### config.mk
export PLATFORM = sky130hd
export DESIGN_NAME = imem_arbiter
export DESIGN_NICKNAME = d
export VERILOG_FILES = /design/src/rtl/imem_arb_pkg.sv /design/src/rtl/imem_arb_starve_cnt.sv /design/src/rtl/imem_arbiter.sv
export SDC_FILE = /design/constraint.sdc
export NUM_CORES = 1
export LEC_CHECK = 0
export CORE_ASPECT_RATIO = 0.8
export CORE_UTILIZATION = 35
export CTS_BUF_LIST = sky130_fd_sc_hd__clkbuf_4
export DETAILED_ROUTE_END_ITERATION = 10
export PLACE_DENSITY_LB_ADDON = 0.2
export SETUP_SLACK_MARGIN = 0.1
export SYNTH_ARGS = -nofsm -noshare
export SYNTH_HDL_FRONTEND = slang
export SYNTH_SLANG_ARGS = --single-unit
export TNS_END_PERCENT = 30
### constraint.sdc
create_clock -name clk -period 2.7 [get_ports clk]
set_input_delay 0.54 -clock clk [delete_from_list [all_inputs] [get_ports clk]]
set_output_delay 0.54 -clock clk [all_outputs]
set_load 0.05 [all_outputs]
### src/rtl/imem_arb_pkg.sv
// imem_arb_pkg: shared state and grant-source types for the instruction-memory arbiter
package imem_arb_pkg;
  typedef enum logic [1:0] {ARB_RUN, ARB_DRAIN, ARB_HALTED} arb_state_t;
  typedef enum logic [1:0] {SRC_NONE, SRC_F, SRC_L} src_t;
endpackage

### src/rtl/imem_arb_starve_cnt.sv
// imem_arb_starve_cnt: saturating count of loader wait cycles; force_l when it reaches STARVE_MAX
//   in: clk, rst_n, l_req, l_gnt   out: force_l
module imem_arb_starve_cnt #(
  parameter int STARVE_MAX = 8
) (
  input  logic clk,
  input  logic rst_n,
  input  logic l_req,
  input  logic l_gnt,
  output logic force_l
);
  localparam int CW = $clog2(STARVE_MAX + 1);
  localparam logic [CW-1:0] MAX = CW'(STARVE_MAX);
  logic [CW-1:0] cnt;
  always_ff @(posedge clk or negedge rst_n)
    if (!rst_n) cnt <= '0;
    else cnt <= (!l_req || l_gnt) ? '0 : (cnt == MAX) ? cnt : cnt + 1'b1;
  assign force_l = cnt == MAX;
endmodule

### src/rtl/imem_arbiter.sv
// imem_arbiter: shares a single-port instruction RAM between CPU fetch (F) and loader/debug port (L)
//   F: f_req/f_addr/f_flush -> f_gnt/f_rvalid/f_rdata   L: l_req/l_we/l_addr/l_wdata -> l_gnt/l_rvalid/l_rdata
//   halt_req -> halt_ack (exclusive L access)   RAM: m_en/m_we/m_addr/m_wdata, m_rdata (1-cycle latency)
//   IMEM_ARB_STATS_EN adds f_wait_cnt and l_xfer_cnt outputs
module imem_arbiter
  import imem_arb_pkg::*;
#(
  parameter int ADDR_W     = 12,
  parameter int DATA_W     = 32,
  parameter int STARVE_MAX = 8
) (
  input  logic              clk,
  input  logic              rst_n,
  input  logic              f_req,
  input  logic [31:0]       f_addr,
  input  logic              f_flush,
  output logic              f_gnt,
  output logic              f_rvalid,
  output logic [DATA_W-1:0] f_rdata,
  input  logic              l_req,
  input  logic              l_we,
  input  logic [ADDR_W-1:0] l_addr,
  input  logic [DATA_W-1:0] l_wdata,
  output logic              l_gnt,
  output logic              l_rvalid,
  output logic [DATA_W-1:0] l_rdata,
  input  logic              halt_req,
  output logic              halt_ack,
  output logic              m_en,
  output logic              m_we,
  output logic [ADDR_W-1:0] m_addr,
  output logic [DATA_W-1:0] m_wdata,
  input  logic [DATA_W-1:0] m_rdata
`ifdef IMEM_ARB_STATS_EN
  ,
  output logic [31:0]       f_wait_cnt,
  output logic [31:0]       l_xfer_cnt
`endif
);
  arb_state_t state;
  src_t src;
  logic force_l, f_pend, f_kill, l_pend;
  logic [DATA_W-1:0] f_hold, l_hold;
  logic unused_addr;
  assign unused_addr = ^{f_addr[31:ADDR_W+2], f_addr[1:0]};
  // grants are forced low while reset is asserted so the RAM is never enabled during reset
  assign src = !rst_n ? SRC_NONE
             : (state == ARB_RUN && f_req && !(force_l && l_req)) ? SRC_F
             : l_req ? SRC_L : SRC_NONE;
  assign f_gnt   = src == SRC_F;
  assign l_gnt   = src == SRC_L;
  assign m_en    = f_gnt || l_gnt;
  assign m_we    = l_gnt && l_we;
  assign m_addr  = l_gnt ? l_addr : f_addr[ADDR_W+1:2];
  assign m_wdata = l_wdata;
  imem_arb_starve_cnt #(.STARVE_MAX(STARVE_MAX)) u_starve (
    .clk(clk), .rst_n(rst_n), .l_req(l_req), .l_gnt(l_gnt), .force_l(force_l)
  );
  // DRAIN never grants F and the only read that can be in flight returns during the
  // single DRAIN cycle, so HALTED always follows one cycle later
  always_ff @(posedge clk or negedge rst_n)
    if (!rst_n) begin
      state    <= ARB_RUN;
      halt_ack <= 1'b0;
    end else if (state == ARB_RUN) begin
      state    <= halt_req ? ARB_DRAIN : ARB_RUN;
      halt_ack <= 1'b0;
    end else begin
      state    <= halt_req ? ARB_HALTED : ARB_RUN;
      halt_ack <= halt_req;
    end
  always_ff @(posedge clk or negedge rst_n)
    if (!rst_n) begin
      f_pend <= 1'b0;
      f_kill <= 1'b0;
      l_pend <= 1'b0;
      f_hold <= '0;
      l_hold <= '0;
    end else begin
      f_pend <= f_gnt;
      f_kill <= f_gnt && f_flush;
      l_pend <= l_gnt && !l_we;
      if (f_pend) f_hold <= m_rdata;
      if (l_pend) l_hold <= m_rdata;
    end
  // response data comes straight from the RAM output register and is held afterwards
  assign f_rvalid = f_pend && !f_kill && !f_flush;
  assign l_rvalid = l_pend;
  assign f_rdata  = f_pend ? m_rdata : f_hold;
  assign l_rdata  = l_pend ? m_rdata : l_hold;
`ifdef IMEM_ARB_STATS_EN
  always_ff @(posedge clk or negedge rst_n)
    if (!rst_n) begin
      f_wait_cnt <= '0;
      l_xfer_cnt <= '0;
    end else begin
      f_wait_cnt <= f_wait_cnt + 32'(f_req && !f_gnt);
      l_xfer_cnt <= l_xfer_cnt + 32'(l_gnt);
    end
`endif
endmodule
==> key figures <==
Run status
  – Status: finished, violations left
  – Failing checks: negative setup slack

Yosys
  – Post-synth cell types: 25
  – Synth Instances: 226
  – Ys Warns: 0
  – Seq/Total Area, Yosys: 55.3%
  – Synth Register Bits: 73
  – Syn_area_per_cell: 14.6 µm²
  – Synthesized area: 3300 µm²
  – Synth Net Count: 345

Placement
  – Inst Count DP: 454
  – PortBufs: 145
  – Detailed Place HPWL: 5730 µm
  – GPL Wtd Cong: 0.760
  – Pre-CTS setup slack: -0.220 ns

Setup path
  – CP Capture Type: output port
  – CP top delay family: simple AND/OR/NAND/NOR gates
  – R2R Path Start: halt_ack
  – Largest stage delay on the critical path: 0.40 ns
  – Worst EP arrival: 2.24 ns
  – Crit path max-delay cell type: or3b_4
  – CP cell instances: or3b_4 > o211a_1 > ha_4 > buf_8 > mux2_4 > buf_12
  – Worst Path Buf+Inv: 2
  – Worst R2R Setup Slack: 0.51 ns
  – Crit path launch type: register
  – WS Path Type: reg2out
  – Worst R2R End: u_starve.cnt[3]
  – Critical path fanouts, max: 7
  – R2R cell count: 8
  – Worst Path Required: 2.16 ns

Floorplanning
  – Die width: 111 µm
  – Die area: 9830 µm²
  – Core area: 9110 µm²
  – Starting density of the core: 36.2%
  – I/O pin count: 230
  – Row cnt: 31
  – Die Ht: 88.9 µm

Global routing
  – Largest net degree at the start of global routing: 68
  – Initial antenna violation count: 0
  – Grt ovf: 0
  – GRT Total Usage: 16.4%
  – Vias in the first global route: 2,399
  – First-pass GRT wire length: 12,200 µm

Cells and area
  – Layout cell share with drive strength beyond 1: 54.7%
  – NumNets Final: 476
  – Diodes inserted: 0
  – Area growth from synthesis to layout: 73.3%
  – Fin cells: 477
  – Final core occ: 62.8%

STA
  – Final setup vio count: 13
  – Min Hold Slack: 0.383 ns
  – Final min period: 2.78 ns
  – Period Utilization, post-route: 103%
  – Hold Fails Final Rpt: 0
  – Fmax: 360 MHz
  – Unrepaired setup endpoints after global routing: true
  – Max-slew violation count: 0
  – Clock skew: 0.0101 ns
  – Max_slew headroom: 44.5%
  – Measured slew at the worst slew-check pin: 0.833 ns
  – Final WS setup: -0.0792 ns

Pwr
  – Total power: 5140 µW
  – Peak VDD IR: 0.607 mV
  – Pwr Density: 898 nW/µm²
  – Leakage: 0.00249 µW

Run
  – Max cap viols: 0

Clock network
  – CTS tree: done
  – TritonCTS buffer count: 9
  – CTS H-tree lvls: 3
  – CTS Buffer Depth: 2
  – Clock Sinks: 73
  – Insertion delay to the later sink of the worst-skew pair: 0.42 ns
  – Root Buffer: clkbuf_4
  – CTS clock-pin slew for the worst setup and hold paths: 0.12 ns

Route
  – Detail Route Antenna Nets: 0
  – Initial DRT Pass Iterations: 4
  – Routed length per instance: 16.0 µm
  – Total wire length: 7640 µm
  – Vias post-DR: 2,217
  – DRT iter0 DRCs: 68
  – Via density: 4.65
  – Detailed-route DRC error count: 0

Worst hold path
  – Hold WC Path Type: in2async
layer usage:
| metal | GRT usage [%] | vias up | share of wire, % |
|---|---|---|---|
| met5 | 0 | - | 0 |
| met4 | 5.09 | 0 | 1.3 |
| met3 | 7.67 | 11 | 9.0 |
| met2 | 25.7 | 119 | 48 |
| met1 | 20.3 | 1076 | 42 |
| li1 | - | 1011 | - |
cells in the final DEF (no fill, tap or decap), types with 3 or more instances in the layout:
cell and instances:
mux2_2 67, mux2i_1 3, buf_12 82, clkbuf_4 10, clkdlybuf4s50_1 61, mux2_4 7, nand3b_1 4, dfrtp_1 73
buf_4 17
cells in the mapped netlist:
cell type / n / area [µm²]
and4_1: 1 / 8.76
dfrtp_1: 73 / 1830
mux2i_1: 3 / 30.0
nor2_1: 1 / 3.75
buf_4: 36 / 270
inv_1: 3 / 11.3
nor2b_1: 2 / 12.5
nand3_1: 1 / 5.00
nor4b_4: 1 / 23.8
nand3b_1: 4 / 30.0
buf_6: 5 / 56.3
o211ai_1: 1 / 7.51
and3b_1: 1 / 8.76
xnor2_1: 1 / 8.76
mux2_1: 2 / 22.5
clkbuf_2: 1 / 5.00
nor3b_1: 1 / 7.51
or3b_1: 3 / 26.3
nand4_1: 1 / 6.26
mux2_2: 74 / 833
ha_1: 4 / 50.1
nand4b_1: 1 / 8.76
and2_1: 3 / 18.8
buf_2: 2 / 10.0
o211a_1: 1 / 10.0
worst max path at each step:
| stage | from | endpoint | slack [ns] | cells past startpoint |
|---|---|---|---|---|
| 2_1_floorplan | halt_ack | m_addr[10] | 0.11 | 5 |
| 3_3_place_gp | f_req | m_addr[6] | -0.18 | 6 |
| 3_5_place_dp | f_req | m_addr[6] | -0.22 | 6 |
| 4_1_cts | halt_ack | m_addr[11] | -0.12 | 6 |
| 5_1_grt | u_starve.cnt[0] | m_addr[1] | -0.18 | 8 |
| 6_report | halt_ack | m_addr[8] | -0.08 | 6 |
state kept, by name (all words and copies together) (netlist names):
signal        count
u_starve.cnt      4
l_rvalid          1
f_hold           32
halt_ack          1
state             1
f_pend            1
l_hold           32
f_kill            1
through the flow:
stage          area [µm²]  TNS, ns
6_report             5720   -0.793
3_5_place_dp         5460    -2.61
3_3_place_gp         5460    -2.09
5_1_grt              5720    -2.06
2_1_floorplan        3310        0
4_1_cts              5680    -1.34
where the power goes:
| group | internal, µW | leakage [µW] | total [µW] | switching, µW |
|---|---|---|---|---|
| sequential | 1360 | 0.000881 | 1430 | 66.0 |
| clock | 286 | 0.0000698 | 654 | 368 |
| combinational | 1460 | 0.00154 | 3050 | 1600 |
| total | 3110 | 0.00249 | 5140 | 2030 |
cells by family (layout without fill, tap and decap cells):
family | after synthesis | count (layout) | synth area share, %
mux | 79 | 79 | 26.8
flops | 73 | 73 | 55.3
buf+inv | 47 | 183 | 10.7
simple gates | 20 | 20 | 4.85
fa+ha+maj | 4 | 4 | 1.52
compound gates | 2 | 2 | 0.531
xor+xnor | 1 | 1 | 0.265
cell type report:
cell class | count | area, µm²
Inverter | 3 | 11.3
Multi-Input combinational cell | 106 | 1180
Fill cell | 689 | 3390
Clock buffer | 10 | 75.1
Clock inverter | 6 | 58.8
Timing Repair Buffer | 164 | 2420
Tap cell | 115 | 144
Sequential cell | 73 | 1830
what timing repair did:
item / CTS / global route
gates resized for setup: 8 / 11
endpoints found under the hold margin: 6 / 0
buffers inserted: 6 / 0
hold buffers: 1 / 0
pin swaps: 2 / 3
setup endpoints to repair: 16 / 16
Power figures use the tool's default switching activity.
